### src/rtl/fun_dispatcher.sv
// Job feeder for the fun core: buffers (a,b) jobs in a FIFO, runs one job at a
// time through the start/busy handshake and returns tagged results with a timeout flag.
module fun_dispatcher #(
  parameter int DEPTH   = 4,
  parameter int TIMEOUT = 2000,
  parameter int TAG_W   = 8
) (
  input  logic             clk,
  input  logic             rst,
  input  logic             in_valid,
  output logic             in_ready,
  input  logic [7:0]       in_a,
  input  logic [7:0]       in_b,
  output logic [7:0]       core_a,
  output logic [7:0]       core_b,
  output logic             core_start,
  input  logic             core_busy,
  input  logic [10:0]      core_result,
  output logic             out_valid,
  input  logic             out_ready,
  output logic [10:0]      out_result,
  output logic [TAG_W-1:0] out_tag,
  output logic             out_err
);
  localparam int AW = $clog2(DEPTH);
  localparam int CW = $clog2(TIMEOUT + 1);

  typedef enum logic [2:0] {S_IDLE, S_START, S_GAP, S_WAIT, S_OUT} state_t;

  state_t            state, state_nx;
  logic [7:0]        mem_a [DEPTH];
  logic [7:0]        mem_b [DEPTH];
  logic [AW:0]       wptr, rptr;
  logic [CW-1:0]     to_cnt;
  logic [TAG_W-1:0]  tag_cnt;
  logic              full, empty, push, pop, expire;

  // Extra pointer MSB distinguishes full from empty when the indices match.
  assign empty      = (wptr == rptr);
  assign full       = (wptr[AW] != rptr[AW]) && (wptr[AW-1:0] == rptr[AW-1:0]);
  assign in_ready   = rst && !full;
  assign push       = in_valid && in_ready;
  assign expire     = core_busy && (to_cnt == CW'(TIMEOUT - 1));
  assign core_start = (state == S_START);
  assign out_valid  = (state == S_OUT);

  always_comb begin
    state_nx = state;
    pop      = 1'b0;
    unique case (state)
      S_IDLE:  if (!empty && !core_busy) begin
                 pop      = 1'b1;
                 state_nx = S_START;
               end
      S_START: state_nx = S_GAP;
      S_GAP:   state_nx = S_WAIT;
      S_WAIT:  if (!core_busy || expire) state_nx = S_OUT;
      S_OUT:   if (out_ready) state_nx = S_IDLE;
      default: state_nx = S_IDLE;
    endcase
  end

  always_ff @(posedge clk or negedge rst) begin
    if (!rst) state <= S_IDLE;
    else      state <= state_nx;
  end

  // Storage needs no reset: the pointers define which entries are live.
  always_ff @(posedge clk) begin
    if (push) begin
      mem_a[wptr[AW-1:0]] <= in_a;
      mem_b[wptr[AW-1:0]] <= in_b;
    end
  end

  always_ff @(posedge clk or negedge rst) begin
    if (!rst) begin
      wptr       <= '0;
      rptr       <= '0;
      tag_cnt    <= '0;
      to_cnt     <= '0;
      core_a     <= '0;
      core_b     <= '0;
      out_result <= '0;
      out_tag    <= '0;
      out_err    <= 1'b0;
    end else begin
      if (push) wptr <= wptr + (AW+1)'(1);
      if (pop) begin
        rptr    <= rptr + (AW+1)'(1);
        core_a  <= mem_a[rptr[AW-1:0]];
        core_b  <= mem_b[rptr[AW-1:0]];
        out_tag <= tag_cnt;
        tag_cnt <= tag_cnt + TAG_W'(1);
      end
      if (state == S_GAP) to_cnt <= '0;
      if (state == S_WAIT) begin
        if (!core_busy) begin
          out_result <= core_result;
          out_err    <= 1'b0;
        end else if (expire) begin
          out_result <= '0;
          out_err    <= 1'b1;
        end else begin
          to_cnt <= to_cnt + CW'(1);
        end
      end
    end
  end
endmodule

### config.mk
export PLATFORM = sky130hd
export DESIGN_NAME = fun_dispatcher
export DESIGN_NICKNAME = d
export VERILOG_FILES = /design/src/rtl/fun_dispatcher.sv
export SDC_FILE = /design/constraint.sdc
export NUM_CORES = 1
export LEC_CHECK = 0
export CAP_MARGIN = 40
export CORE_ASPECT_RATIO = 0.9
export CORE_MARGIN = 2
export CORE_UTILIZATION = 49
export DETAILED_ROUTE_END_ITERATION = 10
export PLACE_DENSITY_LB_ADDON = 0.1
export RECOVER_POWER = 25
export SLEW_MARGIN = 25
export SYNTH_ARGS = -nofsm -noshare
export SYNTH_HDL_FRONTEND = slang
export SYNTH_SLANG_ARGS = --single-unit
### constraint.sdc
create_clock -name clk -period 1.8 [get_ports clk]
set_input_delay 0.18 -clock clk [delete_from_list [all_inputs] [get_ports clk]]
set_output_delay 0.18 -clock clk [all_outputs]
set_load 0.1 [all_outputs]
[After elaboration in Yosys (flattened, before gate mapping)]
Memory sizes are Yosys's and may differ from the RTL's. A register that Yosys moved wholly into a read port is not among the register bits.
Index checks and enable logic that the tools add are counted.
Storage, ports and cells
  register bits after elaboration: 48
  logic and storage cells: 56
  RAM bits: 64
  memories kept: 2
Cells by class
  reductions and logical operators: 14
  muxes and demuxes: 16
  equality and inequality tests: 12
  $add $sub $neg: 4
Memories
  mem_a: depth 4, bits a word 8, read ports 1, clocked after memory_dff 1, wr ports 1, RTL line 31  | logic [7:0] mem_a [DEPTH];
  mem_b: depth 4, bits a word 8, read ports 1, clocked after memory_dff 1, wr ports 1, RTL line 32  | logic [7:0] mem_b [DEPTH];
Operators with widths (count)
  $mux W11: 6
  $pmux W3 S5: 1
  $add A11 B1 Y11 const B: 1
  $eq A11 B11 Y1 const B: 1
  $mux W3: 3
  $add A8 B1 Y8 const B: 1
  $add A3 B1 Y3 const B: 2
  $eq A3 B2 Y1 const B: 2
  $mux W1: 6
  $logic_and A1 B1 Y1: 5
  $logic_not A1 Y1: 5
  $ne A2 B1 Y1 const B: 2
  $ne A2 B2 Y1 const B: 2
  $eq A3 B1 Y1 const B: 1
  $eq A3 B3 Y1: 1
  $eq A3 B3 Y1 const B: 1
  $logic_not A3 Y1: 1
  $reduce_and A3 Y1: 1
  $eq A2 B2 Y1: 1
  $reduce_and A2 Y1: 1
  $logic_or A1 B1 Y1: 1
  $ne A1 B1 Y1: 1

[Longest topological paths before layout]
  word-level depth: 7
  gate-level depth with buffers: 6
  gate-level depth less buffers: 5

[Worst setup path after synthesis]
OpenSTA, ideal clock, no wires.
  path type: reg-to-output
  from: reg rptr[1]
  to: out in_ready
  slack: -0.777 ns
  arrival time: 2.397 ns
  stages on the path, launching flop included: 4
  cells stage by stage: dfrtp_1 > buf_2 > xnor2_1 > a31oi_1
On the way
  word-level cells in the longest chain between the ends: 4
Ends and longest elaborated chain
  start, declared: RTL line 33  | logic [AW:0] wptr, rptr;
  start signal, assigned: RTL line 90  | rptr <= rptr + (AW+1)'(1);
  $eq A2 B2 Y1: RTL line 40  | assign full = (wptr[AW] != rptr[AW]) && (wptr[AW-1:0] == rptr[AW-1:0]);
  $logic_and A1 B1 Y1: RTL line 40
  $logic_not A1 Y1: RTL line 41  | assign in_ready = rst && !full;
  $logic_and A1 B1 Y1: RTL line 41
  end, declared: RTL line 11  | output logic in_ready,
Every way passes these cells.

[Worst setup path in the final report]
  from: reg to_cnt[5]
  to: reg out_result[2]
On the way
  word-level cells in the longest chain between the ends: 4
Ends and longest elaborated chain
  start, declared: RTL line 34  | logic [CW-1:0] to_cnt;
  start signal, assigned: RTL line 105  | to_cnt <= to_cnt + CW'(1);
  $eq A11 B11 Y1: RTL line 43  | assign expire = core_busy && (to_cnt == CW'(TIMEOUT - 1));
  $logic_and A1 B1 Y1: RTL line 43
  $ne A2 B1 Y1 (no source line)
  $reduce_and A2 Y1 (no source line)
  end signal, assigned: RTL line 99  | out_result <= core_result;
  end, declared: RTL line 21  | output logic [10:0] out_result,
Every way passes these cells.
A chain may end at the register's enable or synchronous reset.

==> results.md <==
- CTS buffer count: 17
- Mean post-synth cell area: 16.8 um^2
- Fillcell total: 731
- First-pass DRT Iterations: 9
- Setup Crit Path Kind: reg -> reg
- Ranking of synthesized cells by area: edfxtp_1, dfrtp_1, mux2_4
- Worst-path fanout max: 6
- Syn_nets: 351
- # placed instances: 527
- Worst Hold Class: in -> async
- GP Congestion: between 0.7 and 0.8
- Overall die width: 113 um
- Sequential share of the synthesized area: 67.1%
- Slew Viols, Final: 0
- Slew headroom: 73.4%
- Yosys reg bits: approximately 130
- Critical Path RT: 2.10 ns
- Max incr delay on CP: 0.43 ns
- Top post-synthesis cells by count: dfrtp_1, edfxtp_1, mux2_4
- Via-per-instance ratio: 5.37
- Drt total wl: 9920 um
- Status: finished, violations left
- Maximum root-to-sink buffer count: 2
- Core region area: ~10000 um^2
- Synth top area share: 36.6%
- Total GRT Usage: 18.1%
- Critical path's top delay family: simple AND/OR/NAND/NOR gates
- Area leader, netlist: edfxtp_1
- CP cell instances: or3b_4 -> or3_4 -> a21o_4 -> a22o_1
- Post-layout min period: 1.77 ns
- Initial antenna violation count: 0
- Synthesis-to-layout area growth: 31.2%
- Post-route insts no fill: 564
- Maxcap violations: 0
- Starting Density: 50.8%
- Bufs and invs on worst path: 0
- Largest net degree at the start of global routing: 65
- Nets: 461
- DRT iter0 DRCs: 186
- Clock-pin transition on the worst setup and hold timing paths: 0.06 ns
- CP arrival: 2.07 ns
- First-pass GRT wire length: 15500 um
- Cell variety after synth: 42
- Synth Flop Type: edfxtp_1
- H-tree depth: 4
- Maximum clock rate: 564 MHz
- Clk root buf: clkbuf_16
- Post-synth EDFFs: 64
- Crit. End Element: register
- Congestion Overflow GR: 0
- Die Y: 102 um
- Area of the mapped netlist: 5250 um^2
- RSZ-0062 raised after global routing: true
- Post-route ant nets: 0
- Die area: 11600 um^2
- Vias: 3028
- Final setup viols: 0
- Buffers on Ports: 70
- Slowest CP cell: or3_4
- Yosys warnings: 0
- Clock sink total: approximately 130
- Drt drc: 2
- Antenna diode count: 0
- Critical path startpoint category: register
- Mapped Cells: 312
- FP Rows: 35
- Clock Skew: between 0.007 and 0.008 ns
- CTS tree: yes
- Layout cells sized above 1: 36.8%
- Final Hold Fails: 0
- Final worst-path cycle share: 98.5%
- Worst-Margin Slew: 0.397 ns
- Failing checks: design-rule violations
- I/O pins: 71
- Post-synth ARST share: 50.0%
- Drt wl/cell: 17.6 um
- Number of global-route vias before repair: a little over 3000
- Post-DP HPWL: between 6000 and 7000 um
- Worst-Skew Late Latency: ~0.41 ns
-- final timing paths --
check | start | to | slack, ns | cells after the start
worst max-delay path | to_cnt[5] | out_result[2] | 0.03 | 4
min in group clk | core_result[6] | out_result[6] | 0.38 | 2
max in group asynchronous | rst | to_cnt[6] | 0.96 | 4
worst min register to register | tag_cnt[7] | tag_cnt[7] | 0.47 | 1
worst max register to register | to_cnt[5] | out_result[2] | 0.03 | 4
worst min-delay path | rst | tag_cnt[4] | 0.32 | 3
-- layout make-up --
| cell class | instances | area (um^2) | share of cell area (%) |
|---|---|---|---|
| clock buffer | 18 | 429 | 6.23 |
| clock inverter | 14 | 109 | 1.58 |
| inverter | 7 | 26.3 | 0.381 |
| multi-input combinational | 164 | 1660 | 24.2 |
| sequential | 128 | 3520 | 51.1 |
| tap | 129 | 161 | 2.34 |
| timing repair buffer | 104 | 976 | 14.2 |
-- worst reg2reg max path: cells and delay by family, from the launching register on --
kind / cells / cell delay, ns
AOI/OAI and AO/OA: 2 / 0.46
and+or+nand+nor: 2 / 0.84
DFF: 1 / 0.37
-- kinds of logic (layout without fill, tap and decap cells) --
logic type / count (synthesis) / in the layout / share of synthesized area, %
AO/OA/AOI/OAI: 30 / 31 / 4.48
XOR/XNOR: 18 / 18 / 3.00
adder cells (fa/ha/maj): 7 / 7 / 1.67
multiplexers: 43 / 43 / 14.5
buffers and inverters: 21 / 143 / 2.36
AND/OR/NAND/NOR: 65 / 65 / 6.86
flip-flops: 128 / 128 / 67.1
-- registers in the layout, summed over array words and instances, names as in the netlist, 3 cells and up --
name,count
mem_a,32
mem_b,32
out_result,11
to_cnt,11
core_a,8
core_b,8
out_tag,8
tag_cnt,8
rptr,3
state,3
wptr,3
-- per-layer routing --
metal  track usage [%]  vias to the layer above  part of all wire, %  wire, um
li1                  -                     1413                    -         -
met1              24.2                     1546                   45      4440
met2              28.7                       57                   50      4980
met3              4.92                       12                  3.8       375
met4              7.60                        0                  1.3       128
met5                 0                        -                    0         0
-- per-stage QoR --
stage	setup slack (ns)	TNS (ns)	area, um^2	hold slack, ns	util (%)
final	0.0263	0	6890	0.325	66.7
after global routing	-0.0191	-0.473	6890	0.363	66.7
after CTS	0.00503	0	6810	0.0678	65.9
after detailed placement	-0.148	-5.09	6250	0.466	60.5
after global placement	-0.0992	-3.71	6250	0.457	60.5
after floorplan	-0.119	-1.97	5270	-0.116	-
-- cells in the final DEF (no fill, tap or decap), types with 10 or more instances in the layout --
cell type	count
nand2_1	12
mux4_2	16
buf_4	63
xor2_1	11
clkbuf_16	17
dlygate4sd3_1	16
a22o_1	11
edfxtp_1	64
dfrtp_1	64
mux2_4	26
nor2_1	10
clkdlybuf4s50_1	15
-- what timing repair did --
action                                  4_1_cts  5_1_grt
gates cloned                                  0        1
endpoints found under the setup margin       17       52
buffers inserted                              0        2
hold buffers                                  0        1
endpoints found under the hold margin         0       15
pin swaps                                     1        3
gates resized for setup                       4        3
Power is not shown: default switching activity piles up to over one toggle a cycle in this logic, so the estimate is an artifact.
==> RTL change 1, RTL diff (same settings) <==
The 5 states of `state_t` get a Gray code encoding in 3 bits.
--- a/src/rtl/fun_dispatcher.sv
+++ b/src/rtl/fun_dispatcher.sv
@@ -27,3 +27,3 @@
 
-  typedef enum logic [2:0] {S_IDLE, S_START, S_GAP, S_WAIT, S_OUT} state_t;
+  typedef enum logic [2:0] {S_IDLE = 3'b000, S_START = 3'b001, S_GAP = 3'b011, S_WAIT = 3'b010, S_OUT = 3'b110} state_t;
 
Behaviour: no difference found for any inputs over 10 cycles, from zero or initial values and one cycle with rst low; not proved beyond that.
==> RTL change 1 against the unedited design <==
Setup slack better by 0.015 ns; final area hardly changed; sequential cell count unchanged; sequential share of layout area barely moved; wire length down 1.8%; area after synthesis grew 0.95%; final cell count decreased by 0.71%; largest cell class unchanged.
Power is not shown: default switching activity piles up to over one toggle a cycle in this logic, so the estimate is an artifact.
==> RTL change 1: results (changes against the unedited design) <==
logic_synthesis:
  synth_edf_count: 64  # unchanged
  yosys-top-cells-count: "dfrtp_1 (64), edfxtp_1 (64), mux2_4 (24), nand2_1 (14)"
  synthFlopType: "edfxtp_1"
  synth-compound-area-share: 0.04155  # -0.003256
  synth_xor_xnor_area_share: 0.03281  # +0.002785
  synth_fa_ha_area_frac: 0.01653  # -0.0001575
  synth_cell_types: 44  # +4.8%
  syn_nets: 350  # -0.28%
  synthTopCellsByArea: "edfxtp_1 (36%), dfrtp_1 (30%), mux2_4 (6.8%)"
  seq_area_frac_synth: 0.6648  # -0.006337
  synth.mux.area_fraction: 0.1520  # +0.006892
  ys_warn_count: 0  # unchanged
  async_reset_ff_frac: 0.5000  # unchanged
final_layout:
  n_antenna_cell: 0  # unchanged
  nNetsFinal: 454  # -1.5%
  drive_gt1_frac: 0.3466  # -0.02121
timing:
  skew_ns: 0.009272  # +0.001792 ns
  worst_slew_pin_slew_ns: 0.4469  # +0.04969 ns
routing:
  met1_length_um: 4527  # +2.0%
  drtPass1Iterations: 4  # -5
  top_layer_used: "met4"
  wl_per_cell_um: 17.40  # -1.1%
  wl_met2_um: 4777  # -4.1%
  vias_per_cell: 5.277  # -1.7%
  wl_met3_um: 316  # -16%
  drt_iter0_markers: 191  # +2.7%
global_routing:
  antenna_found_initial: 0  # unchanged
  grtUsageMet1: 0.2368  # -0.004756
  grt_usage: 0.1802  # -0.001001
  use_met2: 0.2906  # +0.004146
  use_met3: 0.04938  # +0.0001538
  grt_pass1_vias: 3034  # -1.1%
  grt_start_max_net_pins: 65  # unchanged
  grt_overflow: 0  # unchanged
  grt_pass1_wl_um: 15720  # +1.2%
clocking:
  cts_buffers: 17  # unchanged
  htreeDepth: 4  # unchanged
  cts.path.max_buffers: 2  # unchanged
  clk_latency_ns: 0.41  # about the same
  path_clk_slew_ns: 0.06  # about the same
  postCtsSetupBuffers: 0  # unchanged
  root_buffer: "clkbuf_16"
setup_path:
  crit_slowest_cell: "and2_2"
  critPathMaxFanout: 16  # +10
  critPathMaxStageDelay_ns: 0.43  # about the same
  ff2ff_path_depth: 4  # unchanged
  arrival_ns: 1.81  # -0.26 ns
place:
  portBuffers: 70  # unchanged
  hpwl_um: 6405  # +2.1%
  routabilityCongestion: 0.7677  # -3.1%
  place_area_um2: 6241  # -0.20%
hold_path:
  min_path_type: "in -> async"
outcome:
  status: "finished clean"
-- RTL change 1: cell types whose count changed in the layout (fill, tap and decap cells not counted), moves of 3 or more --
cell | before | now
buf_12 | 8 | 5
inv_1 | 7 | 4
mux2i_1 | 0 | 4
mux4_1 | 0 | 6
mux4_2 | 16 | 10
nand3_1 | 6 | 10
nand4_1 | 6 | 3
nor3_1 | 4 | 1
o21a_1 | 0 | 3
-- RTL change 1: path summary, 6_finish.rpt --
path | from | endpoint | slack, ns
hold / removal | rst | core_b[0] | 0.29
max in group asynchronous | rst | to_cnt[4] | 1.00
hold reg to reg | tag_cnt[7] | tag_cnt[7] | 0.47
setup / recovery | rptr[2] | mem_a[1][1] | 0.04
setup reg to reg | rptr[2] | mem_a[1][1] | 0.04
min in group clk | core_result[2] | out_result[2] | 0.38
-- RTL change 1: through the flow --
step / worst slack, ns / instances
after CTS: 0.002335 / 558
after floorplan: 0.01233 / 311
final: 0.04133 / 560
after detailed placement: -0.06317 / 527
after global routing: -0.06149 / 560
after global placement: -0.02305 / 527
-- RTL change 1: area by class of cell --
| cell class | count | area (um2) |
|---|---|---|
| fill | 746 | 3787 |
| sequential | 128 | 3523 |
| multi-input combinational | 164 | 1683 |
| timing repair buffer | 100 | 912.1 |
| clock buffer | 19 | 452.9 |
| tap | 133 | 166.4 |
| clock inverter | 12 | 135.1 |
| inverter | 4 | 15.01 |
-- RTL change 1: critical path: cells and delay by family, from the launching register on --
family | cells | cell delay [ns]
DFF | 1 | 0.41
and+or+nand+nor | 1 | 0.43
buffers and inverters | 1 | 0.17
AOI/OAI and AO/OA | 1 | 0.17
xor gates and xnor gates | 1 | 0.22
-- RTL change 1: what timing repair did --
item,CTS,global route
endpoints found under the hold margin,0,10
resized for setup,2,3
endpoints found under the setup margin,17,35
hold buffers,0,1
cloned,0,0
==> RTL change 2, RTL diff (same settings) <==
Made on the original files. `TAG_W`: 8 -> 6.
--- a/src/rtl/fun_dispatcher.sv
+++ b/src/rtl/fun_dispatcher.sv
@@ -5,3 +5,3 @@
   parameter int TIMEOUT = 2000,
-  parameter int TAG_W   = 8
+  parameter int TAG_W   = 6
 ) (
Ports: changed (resized out_tag); port bits go from 71 to 69. The function was not compared with the original's and may differ.
==> RTL change 2 against the unedited design <==
Non-clock buffer count is 10 lower; die area fell by 3.8%; sequential share of layout area up 0.20 points; count of clock-buffer cells in the layout increased by 3; sequential cell count decreased by 4; critical path depth stayed put; worst hold slack gained 0.024 ns; final cell count fell by 3.5%; wire length fell by 3.0%; final area is 3.2% lower; setup slack better by 0.0089 ns; first-iteration DRC count decreased by 34%; area after synthesis decreased by 3.9%; critical endpoint is now out_tag[1]; largest cell class unchanged.
Power is not shown: default switching activity piles up to over one toggle a cycle in this logic, so the estimate is an artifact.
==> RTL change 2: results (changes against the unedited design) <==
place:
  pre_cts_slack_ns: -0.1437  # +0.004500 ns
  place_area_um2: 5959  # -4.7%
  hpwl_um: 6006  # -4.3%
  portBuffers: 68  # -2.9%
  routabilityCongestion: 0.7360  # -7.1%
  dp.cells: 507  # -3.8%
logic_synthesis:
  async_reset_ff_frac: 0.4839  # -0.01613
  syn_nets: 342  # -2.6%
  seq_area_frac_synth: 0.6787  # +0.007624
  synth_cell_types: 43  # +2.4%
  synthTopCellsByArea: "edfxtp_1 (38%), dfrtp_1 (30%), mux4_2 (7.1%)"
  yosys-top-cells-count: "edfxtp_1 (64), dfrtp_1 (60), mux2_4 (16), mux4_2 (16), nand2_1 (13)"
  ys_warn_count: 0  # unchanged
  postSynthCellCount: 303  # -2.9%
  ys_seq_elements: 124  # -3.1%
timing:
  period_share: 0.9804  # -0.004953
  slew_headroom: 0.5194  # -0.2145
  skew_ns: 0.007867  # +0.0003863 ns
  setup_viol: 0  # unchanged
final_layout:
  buf_share: 0.1298  # -0.01186
  clkbuf_count: 21  # +3
  final_cells: 544  # -3.5%
  nNonClkBuffers: 94  # -9.6%
  final.fill_count: 711  # -2.7%
  drive_gt1_frac: 0.3590  # -0.008780
  multi_input_gates: 155  # -5.5%
  clkCellAreaFrac: 0.09041  # +0.01232
  nNetsFinal: 441  # -4.3%
  regArea_um2: 3425  # -2.8%
  nNonClkInverters: 10  # +3
  multi_input_area_share: 0.2365  # -0.005015
  design_area_um2: 6670  # -3.2%
setup_path:
  crit_slowest_cell: "or4_4"
  critPathMaxStageDelay_ns: 0.54  # +0.11 ns
  ff2ff_path_depth: 4  # unchanged
  reg2reg_to: "out_tag[1]"
  r2r-start: "state[0]"
  r2r_slack_ns: 0.04
  critPathKind: "reg -> reg"
  critPathMaxFanout: 16  # +10
  arrival_ns: 2.05  # -0.02 ns
  critPathLaunch: "state[0]"
global_routing:
  grt_usage: 0.1871  # +0.005842
  grt_pass1_wl_um: 15570  # +0.27%
  grt_pass1_vias: 3032  # -1.2%
  antenna_found_initial: 0  # unchanged
  grt_overflow: 0  # unchanged
  grt_start_max_net_pins: 61  # -6.2%
clocking:
  cts.path.max_buffers: 2  # unchanged
  root_buffer: "clkbuf_16"
  htreeDepth: 4  # unchanged
  clk_latency_ns: 0.40
outcome:
  status: "finished clean"
hold_path:
  min_path_type: "in -> reg"
  holdPathStages: 2
routing:
  drt_iter0_markers: 122  # -34%
  drtPass1Iterations: 4  # -5
  vias: 2858  # -5.6%
  wl_per_cell_um: 17.69  # +0.52%
## RTL change 2: cell types whose count changed after synthesis, moves of 4 or more
cell / change
mux2_2: +7
nor2_1: -4
mux2_4: -10
dfrtp_1: -4
## RTL change 2: cell families (layout without fill, tap and decap cells)
logic type	count (synthesis)	after routing	share of synthesized area
flops	124	124	0.6787
simple gates	56	56	0.06078
mux	42	42	0.1409
compound gates	35	35	0.04987
buf+inv	24	136	0.02630
xor+xnor	15	15	0.02605
fa+ha+maj	7	7	0.01736
## RTL change 2: routing by layer
metal | vias up | global-route usage | part of all wire
met5 | - | 0 | 0
met4 | 0 | 0.07981 | 0.0085
met3 | 6 | 0.06159 | 0.034
met2 | 46 | 0.2945 | 0.50
met1 | 1455 | 0.2423 | 0.46
li1 | 1351 | - | -
## RTL change 2: how the worst min path moves through the flow
| stage | end | from | slack, ns |
|---|---|---|---|
| floorplan | core_a[0] | rst | -0.12 |
| global placement | tag_cnt[5] | tag_cnt[5] | 0.46 |
| detailed placement | tag_cnt[5] | tag_cnt[5] | 0.47 |
| CTS | core_a[1] | rst | 0.06 |
| global route | state[2] | out_ready | 0.35 |
| finish | state[2] | out_ready | 0.35 |
## RTL change 2: worst reg2reg max path, delay by kind of cell, from the launching register on
kind	cells	cell delay, ns
multiplexers	1	0.31
AND/OR/NAND/NOR	1	0.54
buffers and inverters	1	0.16
AO/OA/AOI/OAI	1	0.25
flip-flops	1	0.39
## RTL change 2: what timing repair did
item                                    CTS  global route
endpoints found under the setup margin    1            94
endpoints found under the hold margin     0            25
hold buffers                              0             1
cloned                                    0             0
pin swaps                                 0             1
gates resized for setup                   0            11
buffers inserted                          0             3
